<file path="src/rtl/crossy_pkg.sv">
`default_nettype none
// ============================================================================
// Module      : crossy_pkg
// Description : Shared types and constants for the Crossy Robbers round
//               sequencer: game state encoding, winner encoding, HID key
//               codes and a binary-to-BCD helper for two-digit constants.
// Ports       : none (package)
// Revision    : 1.0 - initial release
// ============================================================================
package crossy_pkg;

  typedef enum logic [2:0] {
    ST_TITLE     = 3'd0,
    ST_COUNTDOWN = 3'd1,
    ST_PLAY      = 3'd2,
    ST_PAUSED    = 3'd3,
    ST_GAME_OVER = 3'd4
  } game_state_t;

  typedef enum logic [1:0] {
    WIN_NONE = 2'b00,
    WIN_P1   = 2'b01,
    WIN_P2   = 2'b10,
    WIN_TIE  = 2'b11
  } winner_t;

  localparam logic [7:0] KEY_SPACE = 8'h2C;
  localparam logic [7:0] KEY_P     = 8'h13;

  // Two-digit BCD of a value in 0..99, {tens, ones}.
  function automatic logic [7:0] to_bcd(input int unsigned value);
    return {4'(value / 10), 4'(value % 10)};
  endfunction

endpackage
`default_nettype wire

</file>
<file path="src/rtl/frame_tick_gen.sv">
`default_nettype none
// ============================================================================
// Module      : frame_tick_gen
// Description : Synchronises the raw active-low VGA vsync, emits a one-cycle
//               frame_tick on every synchronised 0->1 edge (end of the sync
//               pulse) and divides frames into game seconds.
// Ports       : clk, rst_n      - clock, async active-low reset
//               vs             - raw vsync, asynchronous to clk
//               clear          - zero the frame counter (state entry)
//               run            - let the frame counter advance
//               frame_tick     - 1-cycle pulse per frame, 3 clk after pin edge
//               sec_tick       - coincides with the frame_tick that wraps
//                                the frame counter
// Revision    : 1.0 - initial release
// ============================================================================
module frame_tick_gen #(
  parameter int unsigned FRAMES_PER_SEC = 60
) (
  input  logic clk,
  input  logic rst_n,
  input  logic vs,
  input  logic clear,
  input  logic run,
  output logic frame_tick,
  output logic sec_tick
);

  localparam int unsigned CNT_W = (FRAMES_PER_SEC > 1) ? $clog2(FRAMES_PER_SEC) : 1;
  localparam logic [CNT_W-1:0] CNT_MAX = CNT_W'(FRAMES_PER_SEC - 1);

  logic             vs_meta_q;
  logic             vs_sync_q;
  logic             vs_prev_q;
  logic             frame_tick_q;
  logic             sec_tick_q;
  logic [CNT_W-1:0] frame_cnt_q;
  logic [CNT_W-1:0] frame_cnt_d;
  logic             sec_tick_d;
  logic             vs_rise;

  assign vs_rise = vs_sync_q & ~vs_prev_q;

  // A clear always wins: any frame landing on a state-entry edge is dropped
  // from the count so the new state starts from a clean zero.
  always_comb begin
    frame_cnt_d = frame_cnt_q;
    sec_tick_d  = 1'b0;
    if (clear) begin
      frame_cnt_d = '0;
    end else if (run && vs_rise) begin
      if (frame_cnt_q == CNT_MAX) begin
        frame_cnt_d = '0;
        sec_tick_d  = 1'b1;
      end else begin
        frame_cnt_d = frame_cnt_q + CNT_W'(1);
      end
    end
  end

  // Sync flops reset high (vsync idle level) so reset release never fakes
  // a rising edge.
  always_ff @(posedge clk or negedge rst_n) begin
    if (!rst_n) begin
      vs_meta_q    <= 1'b1;
      vs_sync_q    <= 1'b1;
      vs_prev_q    <= 1'b1;
      frame_tick_q <= 1'b0;
      sec_tick_q   <= 1'b0;
      frame_cnt_q  <= '0;
    end else begin
      vs_meta_q    <= vs;
      vs_sync_q    <= vs_meta_q;
      vs_prev_q    <= vs_sync_q;
      frame_tick_q <= vs_rise;
      sec_tick_q   <= sec_tick_d;
      frame_cnt_q  <= frame_cnt_d;
    end
  end

  assign frame_tick = frame_tick_q;
  assign sec_tick   = sec_tick_q;

endmodule
`default_nettype wire

</file>
<file path="src/rtl/game_round_controller.sv">
`default_nettype none
// ============================================================================
// Module      : game_round_controller
// Description : Crossy Robbers game sequencer. Runs the title / countdown /
//               play / pause / game-over flow, gates player movement, keeps
//               both scores and the BCD round timer, and picks the winner.
// Ports       : Clk, Reset_n              - clock, async active-low reset
//               vs                        - raw VGA vsync (active low)
//               keycode                   - current USB HID keycode, 0 = none
//               p1_score_evt/p2_score_evt - 1-cycle loot-banked pulses
//               state                     - game_state_t encoding
//               frame_tick                - 1-cycle pulse per frame
//               player_reset/enable       - hold at spawn / allow movement
//               timer_tens/timer_ones     - BCD seconds remaining
//               countdown                 - countdown digit, 0 elsewhere
//               p1_score/p2_score         - scores
//               winner                    - 00 none, 01 P1, 10 P2, 11 tie
// Revision    : 1.0 - initial release
// ============================================================================
module game_round_controller
  import crossy_pkg::*;
#(
  parameter int unsigned FRAMES_PER_SEC = 60,
  parameter int unsigned ROUND_SECONDS  = 60,
  parameter int unsigned COUNTDOWN_SEC  = 3,
  parameter int unsigned WIN_SCORE      = 5,
  parameter logic [7:0]  START_KEY      = KEY_SPACE,
  parameter logic [7:0]  PAUSE_KEY      = KEY_P
) (
  input  logic       Clk,
  input  logic       Reset_n,
  input  logic       vs,
  input  logic [7:0] keycode,
  input  logic       p1_score_evt,
  input  logic       p2_score_evt,
  output logic [2:0] state,
  output logic       frame_tick,
  output logic       player_reset,
  output logic       player_enable,
  output logic [3:0] timer_tens,
  output logic [3:0] timer_ones,
  output logic [3:0] countdown,
  output logic [3:0] p1_score,
  output logic [3:0] p2_score,
  output logic [1:0] winner
);

  localparam logic [3:0] WIN_Q       = 4'(WIN_SCORE);
  localparam logic [3:0] COUNTDOWN_Q = 4'(COUNTDOWN_SEC);
  localparam logic [7:0] ROUND_BCD   = to_bcd(ROUND_SECONDS);

  game_state_t state_q, state_d;
  winner_t     winner_q, winner_d;
  logic [7:0]  prev_key_q;
  logic [3:0]  countdown_q, countdown_d;
  logic [3:0]  tens_q, tens_d;
  logic [3:0]  ones_q, ones_d;
  logic [3:0]  p1_q, p1_d;
  logic [3:0]  p2_q, p2_d;

  logic        sec_tick;
  logic        tick_clear;
  logic        tick_run;
  logic        start_edge;
  logic        pause_edge;
  logic [3:0]  dec_tens;
  logic [3:0]  dec_ones;
  logic        p1_win;
  logic        p2_win;

  // --------------------------------------------------------------------------
  // Frame / second timebase
  // --------------------------------------------------------------------------
  assign tick_run   = (state_q == ST_COUNTDOWN) || (state_q == ST_PLAY);
  assign tick_clear = (state_d != state_q);

  frame_tick_gen #(
    .FRAMES_PER_SEC(FRAMES_PER_SEC)
  ) u_frame_tick_gen (
    .clk       (Clk),
    .rst_n     (Reset_n),
    .vs        (vs),
    .clear     (tick_clear),
    .run       (tick_run),
    .frame_tick(frame_tick),
    .sec_tick  (sec_tick)
  );

  // Key presses act only on the first cycle a code appears; holding a key
  // never retriggers.
  assign start_edge = (keycode == START_KEY) && (prev_key_q != START_KEY);
  assign pause_edge = (keycode == PAUSE_KEY) && (prev_key_q != PAUSE_KEY);

  // One-second BCD decrement with borrow from tens.
  always_comb begin
    if (ones_q == 4'd0) begin
      dec_ones = 4'd9;
      dec_tens = tens_q - 4'd1;
    end else begin
      dec_ones = ones_q - 4'd1;
      dec_tens = tens_q;
    end
  end

  // --------------------------------------------------------------------------
  // Next-state / datapath
  // --------------------------------------------------------------------------
  always_comb begin
    state_d     = state_q;
    winner_d    = winner_q;
    countdown_d = countdown_q;
    tens_d      = tens_q;
    ones_d      = ones_q;
    p1_d        = p1_q;
    p2_d        = p2_q;
    p1_win      = 1'b0;
    p2_win      = 1'b0;

    unique case (state_q)
      ST_TITLE: begin
        if (start_edge) begin
          state_d     = ST_COUNTDOWN;
          countdown_d = COUNTDOWN_Q;
          p1_d        = 4'd0;
          p2_d        = 4'd0;
          winner_d    = WIN_NONE;
        end
      end

      ST_COUNTDOWN: begin
        if (sec_tick) begin
          if (countdown_q == 4'd1) begin
            state_d     = ST_PLAY;
            countdown_d = 4'd0;
            tens_d      = ROUND_BCD[7:4];
            ones_d      = ROUND_BCD[3:0];
          end else begin
            countdown_d = countdown_q - 4'd1;
          end
        end
      end

      ST_PLAY: begin
        // Scores are below WIN_SCORE while playing, so saturation only has
        // to stop the increment at the limit.
        if (p1_score_evt && (p1_q != WIN_Q)) p1_d = p1_q + 4'd1;
        if (p2_score_evt && (p2_q != WIN_Q)) p2_d = p2_q + 4'd1;
        if (sec_tick) begin
          tens_d = dec_tens;
          ones_d = dec_ones;
        end
        p1_win = (p1_d == WIN_Q);
        p2_win = (p2_d == WIN_Q);

        // Score win beats timer expiry beats pause.
        if (p1_win || p2_win) begin
          state_d  = ST_GAME_OVER;
          winner_d = winner_t'({p2_win, p1_win});
        end else if (sec_tick && (dec_tens == 4'd0) && (dec_ones == 4'd0)) begin
          state_d = ST_GAME_OVER;
          if (p1_d > p2_d)      winner_d = WIN_P1;
          else if (p2_d > p1_d) winner_d = WIN_P2;
          else                  winner_d = WIN_TIE;
        end else if (pause_edge) begin
          state_d = ST_PAUSED;
        end
      end

      ST_PAUSED: begin
        if (pause_edge)      state_d = ST_PLAY;
        else if (start_edge) state_d = ST_TITLE;
      end

      ST_GAME_OVER: begin
        if (start_edge) state_d = ST_TITLE;
      end

      default: begin
        state_d = ST_TITLE;
      end
    endcase
  end

  always_ff @(posedge Clk or negedge Reset_n) begin
    if (!Reset_n) begin
      state_q     <= ST_TITLE;
      winner_q    <= WIN_NONE;
      prev_key_q  <= 8'h00;
      countdown_q <= 4'd0;
      tens_q      <= 4'd0;
      ones_q      <= 4'd0;
      p1_q        <= 4'd0;
      p2_q        <= 4'd0;
    end else begin
      state_q     <= state_d;
      winner_q    <= winner_d;
      prev_key_q  <= keycode;
      countdown_q <= countdown_d;
      tens_q      <= tens_d;
      ones_q      <= ones_d;
      p1_q        <= p1_d;
      p2_q        <= p2_d;
    end
  end

  // --------------------------------------------------------------------------
  // Outputs
  // --------------------------------------------------------------------------
  assign state         = state_q;
  assign player_reset  = (state_q == ST_TITLE) || (state_q == ST_COUNTDOWN);
  assign player_enable = (state_q == ST_PLAY);
  assign timer_tens    = tens_q;
  assign timer_ones    = ones_q;
  assign countdown     = countdown_q;
  assign p1_score      = p1_q;
  assign p2_score      = p2_q;
  assign winner        = winner_q;

endmodule
`default_nettype wire

</file>
<file path="config.mk">
export PLATFORM = sky130hd
export DESIGN_NAME = game_round_controller
export DESIGN_NICKNAME = d
export VERILOG_FILES = /design/src/rtl/crossy_pkg.sv /design/src/rtl/frame_tick_gen.sv /design/src/rtl/game_round_controller.sv
export SDC_FILE = /design/constraint.sdc
export NUM_CORES = 1
export LEC_CHECK = 0
export ABC_AREA = 0
export CAP_MARGIN = 20
export CORE_ASPECT_RATIO = 1.1
export CORE_UTILIZATION = 45
export DETAILED_ROUTE_END_ITERATION = 16
export PLACE_DENSITY = 0.69
export SYNTH_ARGS = -nofsm -noshare
export SYNTH_HDL_FRONTEND = slang
export SYNTH_SLANG_ARGS = --single-unit
export TNS_END_PERCENT = 30
</file>
<file path="constraint.sdc">
create_clock -name Clk -period 5 [get_ports Clk]
set_input_delay 1.25 -clock Clk [delete_from_list [all_inputs] [get_ports Clk]]
set_output_delay 1.25 -clock Clk [all_outputs]
set_load 0.1 [all_outputs]
</file>
==> impl_table.tex, run 1 <==
\begin{tabular}{lr}
\hline
Metric & Value \\
\hline
\multicolumn{2}{l}{\textbf{Status}} \\
Result of the run & complete, no violations \\
\multicolumn{2}{l}{\textbf{Power}} \\
Power density normalized to cell area & 246 mW/mm² \\
Standby leakage power & 1.35 nW \\
Largest voltage drop on the vdd net & 0.200 mV \\
\multicolumn{2}{l}{\textbf{Layout}} \\
Area grow syn2layout & 22.4\% \\
Number of filler instances in the final layout & 510 \\
Post-Route Utilization & 0.575 \\
Multi-input logic area & 0.00134 mm² \\
Ant. Diodes & 0 \\
Area of all sequential standard cells & 0.00110 mm² \\
Share of post-route cells with drive strength above 1 & 0.0639 \\
Net total in the final layout & 337 \\
\multicolumn{2}{l}{\textbf{Setup path}} \\
Worst Path Required & 3.75 ns \\
Length in cells of the worst reg-to-reg path & 11 \\
Critical path launch point type & flip-flop \\
Worst-path maximum fanout & 18 \\
Worst Setup Path Type & flip-flop to output pin \\
Data arrival time of the worst path & 2.85 ns \\
Capture instance of the worst register-to-register path & winner[0]\$\_DFFE\_PN0P\_ \\
Start of the worst register-to-register path & p1\_score[0]\$\_DFFE\_PN0P\_ \\
Reg2Reg Setup Slack & 2.28 ns \\
Endpoint kind of the worst setup timing path & output pin \\
\multicolumn{2}{l}{\textbf{Timing}} \\
Final cycle utilization of the critical path & 0.821 \\
Max Fclk & 244 MHz \\
Fin Setup TNS & 0 ns \\
Post-layout min period & 4.10 ns \\
Slew @ Worst Pin & 0.991 ns \\
Hold Fails Final Rpt & 0 \\
Worst slew margin relative to its limit & 0.337 \\
Endpoints failing setup & 0 \\
Unrepaired setup endpoints after global routing & no \\
Final setup skew & 0.00632 ns \\
Slew Viols, Final & 0 \\
Hold Worst Slack & 0.358 ns \\
\multicolumn{2}{l}{\textbf{Floorplanning}} \\
Width of the die & 73.5 µm \\
Number of rows created at floorplan & 28 \\
Core outline area & 0.00540 mm² \\
\# IOs & 41 \\
Area of the die & 0.00593 mm² \\
Y dimension of the die & 80.7 µm \\
Initial standard-cell utilization of the core & 0.469 \\
\multicolumn{2}{l}{\textbf{Logic synthesis}} \\
Post-synthesis instance area & 0.00253 mm² \\
Post-Synth Adder-Cell Area & 0.0593 \\
Most common flop cell mapped by yosys & dfrtp\_1 \\
Basic-gate share of the synthesized area counting and, or, nand and nor cells & 0.236 \\
Area fraction of the dominant cell type after synthesis & 0.405 \\
Leading post-synthesis cells by cell area & dfrtp\_1 41\%, ha\_1 5.9\%, nor2\_1 4.7\% \\
Synthesized-area fraction occupied by xor and xnor cells & 0.0208 \\
Multiplexer share of the synthesized area & 0.0128 \\
Syn Inst Count & 272 \\
Syn nets & 297 \\
Synth unique cells & 57 \\
Ys Warns & 0 \\
Post-synthesis compound-gate area fraction & 0.199 \\
Combinational family with the most area after synthesis & simple AND/OR/NAND/NOR gates \\
Sequential fraction of the synthesis area & 0.436 \\
Async set-reset flop share out of synthesis & 1.00 \\
Post-Syn Area per Cell & 9.31 µm² \\
Number of synthesized register bits & 44 \\
Number of synthesized flops with an enable pin & 0 \\
Largest area contributor in the netlist & dfrtp\_1 \\
\multicolumn{2}{l}{\textbf{Global route}} \\
Global-route usage over all layers & 0.188 \\
Met2 track demand over resource in global routing & 0.318 \\
Met3 routing resource usage after global routing & 0.0364 \\
Pin count of the biggest net entering global routing & 45 \\
First-pass GRT wire length & 8720 µm \\
M1 GR Usage & 0.240 \\
Leftover overflow at the end of global routing & 0 \\
Number of global-route vias before repair & 1987 \\
Initial antenna violation count & 0 \\
Layer with the highest usage after global routing & met2 \\
\multicolumn{2}{l}{\textbf{Route}} \\
DRC marker count from the first detailed-route iteration & 77 \\
Average wire per standard cell & 12.9 µm \\
Remaining antenna violation count after routing & 0 \\
Total iterations of the first detailed-routing run & 4 \\
Routed vias & 2131 \\
Vias/cell & 5.49 \\
Total detailed-routing wirelength & 5000 µm \\
DRC errors left & 0 \\
\multicolumn{2}{l}{\textbf{Min path}} \\
Hold Path Class & flip-flop to flip-flop \\
Startpoint of the tightest hold check path & u\_frame\_tick\_gen.vs\_meta\_q\$\_DFF\_PN1\_ \\
Capture endpoint of the worst hold path & u\_frame\_tick\_gen.vs\_sync\_q\$\_DFF\_PN1\_ \\
Worst hold path depth & 0 \\
\multicolumn{2}{l}{\textbf{Place}} \\
Last weighted congestion value of the routability-driven placer & 0.781 \\
Detailed-placement wirelength estimate & 3630 µm \\
IO Port Bufs & 40 \\
\multicolumn{2}{l}{\textbf{Clock tree}} \\
Clk pin slew, worst setup/hold paths & 0.08 ns \\
Cell at the root of the clock tree & clkbuf\_8 \\
Number of buffers inserted to repair setup after CTS & 0 \\
Clock sinks & 44 \\
Hold buffer count at CTS & 0 \\
Skew-Pair Late Insertion Delay & 0.29 ns \\
Inserted Clock Buffers & 5 \\
CTS tree & yes \\
Number of levels the H-tree was split into & 2 \\
PostCTS Resize Cnt & 0 \\
Clk buf depth & 2 \\
\multicolumn{2}{l}{\textbf{Flow run}} \\
Number of max-capacitance violations reported & 0 \\
\hline
\end{tabular}
-- worst max-delay path, cell delays in order, from the launching register on --
cell and delay (ns):
dfrtp_1 0.53, inv_1 0.19, nand3_1 0.28, inv_2 0.37, clkdlybuf4s50_1 1.20
-- per-layer routing --
metal / up-vias / part of all wire
met5: - / 0
met4: 0 / 0.0076
met3: 4 / 0.033
met2: 38 / 0.49
met1: 1013 / 0.47
li1: 1076 / -
-- cell usage after synthesis (5+ instances only) --
| cell | instances |
|---|---|
| nand4_1 | 8 |
| xnor2_1 | 5 |
| ha_1 | 12 |
| nor2_1 | 32 |
| o21ai_0 | 8 |
| nor3_1 | 8 |
| dfrtp_1 | 41 |
| a22o_1 | 5 |
| a21oi_1 | 14 |
| nand2_1 | 29 |
| nand3_1 | 7 |
| o21ai_1 | 16 |
| inv_1 | 16 |
-- final cells by class --
| type | count | share of cell area |
|---|---|---|
| multi-input cells | 204 | 0.431 |
| flip-flops and latches | 44 | 0.356 |
| repair buffers | 40 | 0.128 |
| well taps | 75 | 0.0303 |
| clock buffers | 6 | 0.0234 |
| inverters | 17 | 0.0206 |
| clock inverters | 2 | 0.0113 |
-- power by group --
group | total [mW] | internal, mW | leakage [nW] | switching [mW]
combinational | 0.118 | 0.0378 | 0.731 | 0.0798
sequential | 0.384 | 0.370 | 0.568 | 0.0136
clock | 0.260 | 0.148 | 0.0552 | 0.112
total | 0.762 | 0.556 | 1.35 | 0.206
-- worst max path at each step --
| stage | start | to | slack [ns] | cells past startpoint |
|---|---|---|---|---|
| floorplan | state[1]$_DFF_PN0_ | player_enable | 1.06 | 4 |
| global placement | state[0]$_DFF_PN0_ | player_enable | 1.32 | 4 |
| detailed placement | state[0]$_DFF_PN0_ | player_enable | 1.23 | 4 |
| CTS | state[0]$_DFF_PN0_ | player_enable | 0.89 | 4 |
| global route | state[0]$_DFF_PN0_ | player_enable | 0.73 | 4 |
| finish | state[0]$_DFF_PN0_ | player_enable | 0.90 | 4 |
-- metrics by stage --
| step | cells | cell area, µm² | setup WS [ns] | power (mW) |
|---|---|---|---|---|
| 3_3_place_gp | 380 | 2990 | 1.32 | 0.508 |
| 3_5_place_dp | 380 | 2990 | 1.23 | 0.509 |
| 2_1_floorplan | 272 | 2530 | 1.06 | 0.469 |
| 4_1_cts | 388 | 3100 | 0.894 | 0.770 |
| 5_1_grt | 388 | 3100 | 0.728 | 0.795 |
| 6_report | 388 | 3100 | 0.896 | 0.762 |
-- placed cells by master, fill, tap and decap left out, drive strengths merged, types with 8 or more instances in the layout --
| master | count |
|---|---|
| dfrtp | 41 |
| clkdlybuf4s50 | 39 |
| nor2 | 32 |
| nand2 | 29 |
| o21ai | 24 |
| inv | 17 |
| a21oi | 14 |
| ha | 12 |
| nor3 | 9 |
| nand4 | 8 |
-- flip-flops by register name, indices dropped and copies added (netlist names) --
name	flops
countdown	4
p1_score	4
p2_score	4
prev_key_q	8
state	3
timer_ones	4
timer_tens	4
u_frame_tick_gen.frame_cnt_q	6
u_frame_tick_gen.frame_tick	1
u_frame_tick_gen.sec_tick	1
u_frame_tick_gen.vs_meta_q	1
u_frame_tick_gen.vs_prev_q	1
u_frame_tick_gen.vs_sync_q	1
winner	2
-- kinds of logic after synthesis --
kind of cell | count (synthesis)
compound gates | 69
xor+xnor | 6
fa+ha+maj | 12
buf+inv | 24
flops | 44
mux | 3
simple gates | 114
Power figures use the tool's default switching activity.
==> run 2: changes to the inputs <==
PLACE_DENSITY = 0.72   (was 0.69)
clock period = 3.7 ns   (was 5 ns; I/O delays follow)
==> impl_table.tex, run 2 (synthesis results as in run 1) <==
\begin{tabular}{lr}
\hline
Metric & Value \\
\hline
\multicolumn{2}{l}{\textbf{Route}} \\
Total iterations of the first detailed-routing run & 4 (unchanged) \\
Vias/cell & 5.51 (+0.37\%) \\
Average wire per standard cell & 13.1 µm (+1.7\%) \\
DRC marker count from the first detailed-route iteration & 97 (+26\%) \\
Total detailed-routing wirelength & 5110 µm (+2.2\%) \\
DRC errors left & 0 (unchanged) \\
Routed vias & 2150 (+0.89\%) \\
Remaining antenna violation count after routing & 0 (unchanged) \\
\multicolumn{2}{l}{\textbf{Min path}} \\
Hold Path Class & flip-flop to flip-flop \\
\multicolumn{2}{l}{\textbf{Setup path}} \\
Start point of the critical path & state[0]\$\_DFF\_PN0\_ \\
Data arrival time of the worst path & 2.03 ns (-0.82 ns) \\
Critical path launch point type & flip-flop \\
Length in cells of the worst reg-to-reg path & 11 (unchanged) \\
Reg2Reg Setup Slack & 1.06 ns (-1.22 ns) \\
Endpoint kind of the worst setup timing path & output pin \\
Capturing instance or port of the critical path & player\_enable \\
Worst Path Required & 2.77 ns (-0.98 ns) \\
Start of the worst register-to-register path & p1\_score[0]\$\_DFFE\_PN0P\_ \\
Worst Setup Path Type & flip-flop to output pin \\
Worst-path maximum fanout & 18 (unchanged) \\
Capture instance of the worst register-to-register path & winner[0]\$\_DFFE\_PN0P\_ \\
\multicolumn{2}{l}{\textbf{Timing}} \\
Final setup skew & 0.00980 ns (+0.00349 ns) \\
Worst slew margin relative to its limit & 0.353 (+0.0157) \\
Slew Viols, Final & 0 (unchanged) \\
Final cycle utilization of the critical path & 0.798 \\
Hold Worst Slack & 0.359 ns (+0.000512 ns) \\
Post-layout min period & 2.95 ns \\
Hold Fails Final Rpt & 0 (unchanged) \\
Unrepaired setup endpoints after global routing & no \\
Endpoints failing setup & 0 (unchanged) \\
Post-route setup slack & 0.749 ns (-0.148 ns) \\
Slew @ Worst Pin & 0.968 ns (-0.0235 ns) \\
Fin Setup TNS & 0 ns (unchanged) \\
Max Fclk & 339 MHz \\
\multicolumn{2}{l}{\textbf{Layout}} \\
Share of post-route cells with drive strength above 1 & 0.143 (+0.0790) \\
Leading cell types in the layout, fill and taps excluded & 41 x dfrtp\_1, 32 x nor2\_1, 29 x nand2\_1 \\
Net total in the final layout & 339 (+0.59\%) \\
Commonest non-fill, non-tap cell in the layout & dfrtp\_1 \\
Area grow syn2layout & 19.9\% \\
Number of filler instances in the final layout & 514 (+0.78\%) \\
Post-Route Utilization & 0.563 (-0.0121) \\
Number of flip-flops in the largest register & 8 (unchanged) \\
Multi-input logic area & 0.00134 mm² (unchanged) \\
Largest registers & prev\_key\_q (8), u\_frame\_tick\_gen.frame\_cnt\_q (6) \\
Register ranked first by flip-flop count & prev\_key\_q \\
Filler-free cell count of the finished design & 390 (+0.52\%) \\
Final non-filler cell area & 0.00304 mm² (-2.1\%) \\
Area of all sequential standard cells & 0.00110 mm² (unchanged) \\
Ant. Diodes & 0 (unchanged) \\
\multicolumn{2}{l}{\textbf{Place}} \\
Last weighted congestion value of the routability-driven placer & 0.762 (-2.4\%) \\
Number of cells in the design after placement & 382 (+0.53\%) \\
Detailed-placement wirelength estimate & 3800 µm (+4.8\%) \\
Cell Area, Placed & 0.00295 mm² (-1.4\%) \\
Pre-CTS WS & 0.474 ns (-0.758 ns) \\
IO Port Bufs & 40 (unchanged) \\
\multicolumn{2}{l}{\textbf{Clock tree}} \\
Clock sinks & 44 (unchanged) \\
Hold buffer count at CTS & 0 (unchanged) \\
CTS tree & yes \\
Skew-Pair Late Insertion Delay & 0.29 ns (about the same) \\
Clk buf depth & 2 (unchanged) \\
Cell at the root of the clock tree & clkbuf\_8 \\
Number of levels the H-tree was split into & 2 (unchanged) \\
Clk pin slew, worst setup/hold paths & 0.08 ns (about the same) \\
PostCTS Resize Cnt & 0 (unchanged) \\
Inserted Clock Buffers & 5 (unchanged) \\
Number of buffers inserted to repair setup after CTS & 0 (unchanged) \\
\multicolumn{2}{l}{\textbf{Floorplanning}} \\
\# IOs & 41 (unchanged) \\
Number of rows created at floorplan & 28 (unchanged) \\
Area of the die & 0.00593 mm² (unchanged) \\
Core outline area & 0.00540 mm² (unchanged) \\
Initial standard-cell utilization of the core & 0.469 (unchanged) \\
Width of the die & 73.5 µm (unchanged) \\
Y dimension of the die & 80.7 µm (unchanged) \\
\multicolumn{2}{l}{\textbf{Status}} \\
Result of the run & complete, no violations \\
\multicolumn{2}{l}{\textbf{Power}} \\
Power density normalized to cell area & 317 mW/mm² (+29\%) \\
Net switching power & 281 µW (+37\%) \\
Cell-internal power & 682 µW (+23\%) \\
Power share of the combinational group & 0.163 (+0.009) \\
Switching Fraction & 0.292 (+0.0220) \\
Total power consumption of the routed design & 963 µW (+26\%) \\
Clock Power Share & 0.298 (-0.044) \\
Sequential fraction of design power & 0.539 (+0.035) \\
Largest voltage drop on the vdd net & 0.208 mV (+3.9\%) \\
Standby leakage power & 1.39 nW (+3.0\%) \\
\multicolumn{2}{l}{\textbf{Global route}} \\
First-pass GRT wire length & 8610 µm (-1.3\%) \\
Leftover overflow at the end of global routing & 0 (unchanged) \\
Number of global-route vias before repair & 2002 (+0.75\%) \\
Pin count of the biggest net entering global routing & 45 (unchanged) \\
Initial antenna violation count & 0 (unchanged) \\
Global-route usage over all layers & 0.187 (-0.000798) \\
\multicolumn{2}{l}{\textbf{Flow run}} \\
Number of max-capacitance violations reported & 0 (unchanged) \\
\hline
\end{tabular}
[run 2: power groups by stage]
stage	clock network, mW	logic, mW	registers, mW
after floorplan	0	0.0552	0.579
final	0.287	0.157	0.519
after global placement	0	0.156	0.527
after CTS	0.302	0.159	0.519
after detailed placement	0	0.159	0.528
after global routing	0.318	0.171	0.522
[run 2: critical path, cell delays in order (launching register included)]
cell,delay (ns)
dfrtp_1,0.52
inv_1,0.18
nand3_1,0.29
inv_2,0.37
buf_4,0.36
[run 2: area by class of cell]
cell class	count	area share
clock buffer	6	0.0239
clock inverter	2	0.00412
inverter	17	0.0210
multi-input combinational	204	0.440
sequential	44	0.364
tap	75	0.0309
timing repair buffer	42	0.116
[run 2: routing by layer]
metal,track usage,vias to the layer above,share of wire,wire [µm]
li1,-,1075,-,-
met1,0.228,1024,0.45,2290
met2,0.332,45,0.51,2590
met3,0.0364,6,0.035,178
met4,0.0519,0,0.0098,50
met5,0,-,0,0
[run 2: worst min path at each step]
stage / start / to / cells past startpoint
3_5_place_dp: u_frame_tick_gen.vs_meta_q$_DFF_PN1_ / u_frame_tick_gen.vs_sync_q$_DFF_PN1_ / 0
3_3_place_gp: u_frame_tick_gen.vs_meta_q$_DFF_PN1_ / u_frame_tick_gen.vs_sync_q$_DFF_PN1_ / 0
6_report: u_frame_tick_gen.vs_meta_q$_DFF_PN1_ / u_frame_tick_gen.vs_sync_q$_DFF_PN1_ / 0
5_1_grt: u_frame_tick_gen.vs_meta_q$_DFF_PN1_ / u_frame_tick_gen.vs_sync_q$_DFF_PN1_ / 0
4_1_cts: u_frame_tick_gen.vs_meta_q$_DFF_PN1_ / u_frame_tick_gen.vs_sync_q$_DFF_PN1_ / 0
2_1_floorplan: u_frame_tick_gen.vs_meta_q$_DFF_PN1_ / u_frame_tick_gen.vs_sync_q$_DFF_PN1_ / 0
